==> src/rtl/seg_pkg.sv <==
// Shared constants for the 7-segment scan path: segment patterns for
// digits, dash and blank, plus the BCD code that selects a dark digit.
package seg_pkg;

  localparam int SEG_W = 7;

  localparam logic [3:0] BCD_BLANK = 4'hF;

  // Bit order is {a,b,c,d,e,f,g}, active-high.
  localparam logic [SEG_W-1:0] SEG_DASH  = 7'b0000001;
  localparam logic [SEG_W-1:0] SEG_BLANK = 7'b0000000;

  localparam logic [SEG_W-1:0] SEG_DIGIT [0:9] = '{
    7'b1111110, 7'b0110000, 7'b1101101, 7'b1111001, 7'b0110011,
    7'b1011011, 7'b1011111, 7'b1110000, 7'b1111111, 7'b1111011
  };

endpackage

==> src/rtl/bcd_seg_decode.sv <==
// Combinational BCD-to-segment decoder. Codes A..E show a dash, F is dark.
module bcd_seg_decode
  import seg_pkg::*;
(
  input  logic [3:0]       code,
  output logic [SEG_W-1:0] seg
);

  always_comb begin
    seg = SEG_DASH;
    case (code)
      4'd0:      seg = SEG_DIGIT[0];
      4'd1:      seg = SEG_DIGIT[1];
      4'd2:      seg = SEG_DIGIT[2];
      4'd3:      seg = SEG_DIGIT[3];
      4'd4:      seg = SEG_DIGIT[4];
      4'd5:      seg = SEG_DIGIT[5];
      4'd6:      seg = SEG_DIGIT[6];
      4'd7:      seg = SEG_DIGIT[7];
      4'd8:      seg = SEG_DIGIT[8];
      4'd9:      seg = SEG_DIGIT[9];
      BCD_BLANK: seg = SEG_BLANK;
      default:   seg = SEG_DASH;
    endcase
  end

endmodule

==> src/rtl/digit_scan_ctrl.sv <==
// Time-multiplexed 7-segment scan controller with a shadow/active buffer
// pair that only swaps at frame end, plus optional leading-zero blanking.
module digit_scan_ctrl
  import seg_pkg::*;
#(
  parameter int NDIG = 4,
  parameter int DIV  = 1000,
  parameter int GAP  = 1
) (
  input  logic              clk,
  input  logic              rst,
  input  logic              load,
  input  logic [4*NDIG-1:0] din,
  input  logic              lzb,
  output logic [NDIG-1:0]   an,
  output logic [SEG_W-1:0]  seg,
  output logic              pend,
  output logic              frame
);

  localparam int CW = (DIV  > 1) ? $clog2(DIV)  : 1;
  localparam int IW = (NDIG > 1) ? $clog2(NDIG) : 1;

  logic [CW-1:0]         cnt;
  logic [IW-1:0]         idx;
  logic [NDIG-1:0][3:0]  shadow;
  logic [NDIG-1:0][3:0]  active;

  logic                  slot_end;
  logic                  fe;
  logic                  in_gap;
  logic [NDIG-1:0]       lead_zero;
  logic                  run_zero;
  logic [3:0]            eff_code;
  logic [SEG_W-1:0]      dec_seg;

  assign slot_end = (cnt == CW'(DIV - 1));
  assign fe       = slot_end && (idx == IW'(NDIG - 1));
  assign in_gap   = int'(cnt) < GAP;

  // lead_zero[k]: every active digit from the top down to k is zero.
  always_comb begin
    lead_zero = '0;
    run_zero  = 1'b1;
    for (int k = NDIG - 1; k >= 0; k--) begin
      run_zero     = run_zero && (active[k] == 4'd0);
      lead_zero[k] = run_zero;
    end
  end

  always_comb begin
    eff_code = active[idx];
    if (lzb && (idx != '0) && lead_zero[idx])
      eff_code = BCD_BLANK;
  end

  bcd_seg_decode u_dec (
    .code (eff_code),
    .seg  (dec_seg)
  );

  // load is a single-cycle strobe with no back-pressure: every cycle it is
  // high, din is taken, and the newest value always overrides older shadow data.
  always_ff @(posedge clk) begin
    if (rst) begin
      cnt    <= '0;
      idx    <= '0;
      shadow <= {NDIG{BCD_BLANK}};
      active <= {NDIG{BCD_BLANK}};
      pend   <= 1'b0;
      an     <= '0;
      seg    <= '0;
      frame  <= 1'b0;
    end else begin
      if (slot_end) begin
        cnt <= '0;
        idx <= (idx == IW'(NDIG - 1)) ? '0 : idx + 1'b1;
      end else begin
        cnt <= cnt + 1'b1;
      end

      if (fe) begin
        // A load landing on the frame edge bypasses the shadow stage.
        active <= load ? din : shadow;
        if (load)
          shadow <= din;
        pend  <= 1'b0;
        frame <= 1'b1;
      end else begin
        frame <= 1'b0;
        if (load) begin
          shadow <= din;
          pend   <= 1'b1;
        end
      end

      an  <= in_gap ? '0 : (NDIG'(1) << idx);
      seg <= in_gap ? '0 : dec_seg;
    end
  end

endmodule

==> config.mk <==
export PLATFORM = sky130hd
export DESIGN_NAME = digit_scan_ctrl
export DESIGN_NICKNAME = d
export VERILOG_FILES = /design/src/rtl/seg_pkg.sv /design/src/rtl/bcd_seg_decode.sv /design/src/rtl/digit_scan_ctrl.sv
export SDC_FILE = /design/constraint.sdc
export NUM_CORES = 1
export LEC_CHECK = 0
export BUFFER_PORTS_ARGS = -buffer_cell sky130_fd_sc_hd__buf_2
export CAP_MARGIN = 20
export CORE_AREA = 8 8 88 90
export DETAILED_ROUTE_END_ITERATION = 8
export DIE_AREA = 0 0 96 98
export GPL_TIMING_DRIVEN = 1
export PLACE_DENSITY = 0.61
export REMOVE_ABC_BUFFERS = 1
export SETUP_SLACK_MARGIN = 0.05
export SYNTH_ARGS = -nofsm -noshare
export SYNTH_HDL_FRONTEND = slang
export SYNTH_SLANG_ARGS = --single-unit
==> constraint.sdc <==
create_clock -name clk -period 2.38 [get_ports clk]
set_input_delay 0.714 -clock clk [delete_from_list [all_inputs] [get_ports clk]]
set_output_delay 0.714 -clock clk [all_outputs]
set_load 0.03 [all_outputs]
==> metrics.md <==
| Metric | Value |
|---|---|
| Fraction of final layout cells sized beyond drive strength 1 | `23.4%` |
| Initial core utilization | `37.8%` |
| 1st-iter DRT viols | `90` |
| Crit Reg-Reg Startpoint | `idx[0]` |
| Sum of routed wire length over all layers | `~4.8 mm` |
| Net switching power | `roughly 450 uW` |
| Global-route wire length before repair | `7.99 mm` |
| Clock tree from TritonCTS | `built` |
| Port Buf Inserts | `32` |
| Minimum clock period after layout | `~2.2 ns` |
| Post-synthesis instance total | `264` |
| Die Wd | `between 90 and 100 um` |
| DPL Wire Length | `approximately 3.4 mm` |
| Crit start category | `register` |
| Synth cell count leaders | `dfxtp_1 (57), inv_1 (26), a21oi_1 (23), nor3_1 (23), nor2_1 (22)` |
| Number of endpoints with negative hold slack in the final report | `0` |
| Antenna violations before repair | `0` |
| Final critical-path share of the clock period | `roughly 92%` |
| Count of nets after finishing | `328` |
| Worst Hold Launch | `cnt[0]` |
| Met3 routing resource usage after global routing | `4.91%` |
| Largest net degree at the start of global routing | `34` |
| Count of cell types in the netlist | `40` |
| Mean area per synthesized cell | `9.30 um^2` |
| Avg WL per Cell | `12.4 um` |
| Headroom to the max-slew limit | `64.1%` |
| Clock share of power | `44.5%` |
| Clk root buf | `clkbuf_8` |
| Switching portion of total power | `22.9%` |
| Most frequent cell after synthesis | `dfxtp_1` |
| Post-synthesis sequential area ratio | `46.5%` |
| CP Cell Sequence | `mux4_1 > or2_2 > inv_1 > ha_1 > mux2i_1 > or3_1 > a21oi_1` |
| Final WS setup | `just under 0.2 ns` |
| Via count of the first global-routing pass | `1,775` |
| Die ar. | `9410 um^2` |
| Measured slew at the worst slew-check pin | `0.539 ns` |
| Met1 track utilization from global routing | `14.5%` |
| Number of antenna-violating nets in the routed design | `0` |
| Total of endpoints with negative setup slack in the final report | `0` |
| Maximum cell stage delay along the critical path | `0.59 ns` |
| Area of the core region | `6490 um^2` |
| Max Fanout on Critical Path | `6` |
| Max Slew Vio Count | `0` |
| Post-CTS Hold Fix Bufs | `0` |
| Leak pwr | `0.00114 uW` |
| Reg clk slew, reported paths | `approximately 0.060 ns` |
| Clk sinks | `57` |
| Longest Clk Path Bufs | `2` |
| Depth of the CTS H-tree | `3` |
| Source-to-sink clock delay at the later pin of the worst-skew pair | `0.34 ns` |
| Async SR Flop Fraction | `0%` |
| Classification of the worst setup path | `register to register` |
| Mapped cell area | `2460 um^2` |
| Top flip-flop cell by instance count after synthesis | `dfxtp_1` |
| Number of inserted diodes | `0` |
| Worst min path class | `register to register` |
| Number of enable-type register cells in the synthesized netlist | `0` |
| Flop pwr share | `49.9%` |
| Origin of the worst setup path | `idx[0]` |
| Number of detailed-route iterations in the first pass | `4` |
| Peak clock frequency supported by timing | `457 MHz` |
| Reported max-cap violation count | `0` |
| Synthesis-to-finish area growth | `17.1%` |
| Grt total ovfl | `0` |
| Run status | `completed` |
| Number of top-level pins | `33` |
| Crit-path slowest cell | `mux4_1` |
| Most congested layer reported by global routing | `met1` |
| Proportion of netlist area held by the largest area contributor | `46.5%` |
| Die Ht | `98 um` |
| Power density over the cells | `689 nW/um^2` |
| Via-per-instance ratio | `4.84` |
| Combinational group share of total power | `5.6%` |
| Final weighted congestion of routability-driven global placement | `0.772` |
| Final clock skew | `0.00532 ns` |
| GRT met2 Usage | `14.2%` |
| Synth area leaders | `dfxtp_1 (46%), a211oi_1 (5.2%), ha_1 (5.1%), a21oi_1 (4.7%), nor3_1 (4.7%)` |
| Post-synthesis cell type with the largest combined area | `dfxtp_1` |
| Peak ir drop on the vdd network | `0.465 mV` |
| Crit. End Element | `register` |
| Setup TNS | `0 ns` |
| Global Route Usage Sum | `10.9%` |
| Placement Setup Slack | `0.0723 ns` |
| Count of warnings emitted by yosys | `0` |
| Unrepaired setup endpoints after global routing | `no` |
| Flip-flop and latch count after synthesis | `57` |
| Count of unresolved DRC violations after routing | `0` |
| Placement Rows | `30` |
| Arrival time at the worst endpoint | `~2.5 ns` |
| Total vias in the final route | `around 1,900` |
| Power Internal | `roughly 1500 uW` |
| TritonCTS buffer count | `9` |
| Crit path required time | `2.65 ns` |
-- power by group through the flow --
stage	sequential [uW]	combinational, uW	clock [uW]
after floorplan	1010	54.6	0
after global placement	1010	110	0
after detailed placement	1010	111	0
after CTS	989	112	910
after global routing	991	124	955
final	989	110	883
-- cells by family (layout without fill, tap and decap cells) --
| logic type | after synthesis | in the layout | synth area share, % |
|---|---|---|---|
| AO/OA/AOI/OAI | 47 | 47 | 12.5 |
| XOR/XNOR | 8 | 8 | 2.85 |
| adder cells (fa/ha/maj) | 10 | 10 | 5.09 |
| buffers and inverters | 42 | 81 | 7.90 |
| flip-flops | 57 | 57 | 46.5 |
| multiplexers | 6 | 6 | 4.79 |
| AND/OR/NAND/NOR | 94 | 94 | 20.4 |
-- sequential cells by signal, summed over array words and instances, names as in the netlist --
register  count
active       16
an            4
cnt          10
frame         1
idx           2
pend          1
seg           7
shadow       16
-- cell type report --
| type | count | area [um^2] |
|---|---|---|
| multi-input cells | 165 | 1130 |
| fillers | 647 | 3620 |
| clock inverters | 6 | 57.6 |
| flip-flops and latches | 57 | 1140 |
| well taps | 80 | 100 |
| inverters | 26 | 97.6 |
| repair buffers | 39 | 213 |
| clock buffers | 10 | 138 |
-- metrics by stage --
stage / std cells / total power [uW] / util [%] / instance area [um^2] / hold slack [ns]
floorplan: 248 / 1070 / - / 2360 / 0.426
global placement: 366 / 1120 / 41.0 / 2670 / 0.446
global route: 383 / 2070 / 44.3 / 2880 / 0.496
finish: 383 / 1980 / 44.3 / 2880 / 0.472
detailed placement: 366 / 1120 / 41.0 / 2670 / 0.456
CTS: 382 / 2010 / 44.0 / 2860 / 0.469
-- routing by layer --
layer / wire [um] / part of all wire, %
met4: 84 / 1.8
met2: 1870 / 39
met1: 2440 / 51
met3: 369 / 7.7
met5: 0 / 0
-- cell usage in the layout, fill, tap and decap left out, types with 3 or more instances in the layout --
cell,instances
a211oi_1,16
a21oi_1,23
buf_2,32
buf_4,7
clkbuf_8,10
clkinv_2,4
dfxtp_1,56
ha_1,10
inv_1,26
nand2_1,5
nand3_1,6
nor2_1,21
nor2b_1,16
nor3_1,23
nor4_1,6
or2_2,4
xnor2_1,5
xor2_1,3
-- what timing repair did --
item | in CTS | in global routing
setup endpoints to repair | 0 | 5
endpoints found under the hold margin | 0 | 0
setup buffers | 0 | 1
resized for setup | 0 | 3
-- path summary, 6_finish.rpt --
path	to	slack, ns	cells after the start
worst max-delay path	seg[1]	0.19	7
worst min-delay path	cnt[0]	0.47	1
worst max register to register	seg[1]	0.19	7
worst min register to register	cnt[0]	0.47	1
-- critical path: cells and delay by family, from the launching register on --
kind / cells / cell delay (ns)
muxes: 2 / 0.66
adders and majority gates: 1 / 0.18
and+or+nand+nor: 2 / 0.63
AOI/OAI and AO/OA: 1 / 0.14
buffers and inverters: 1 / 0.14
DFF: 1 / 0.39
Power figures use the tool's default switching activity.
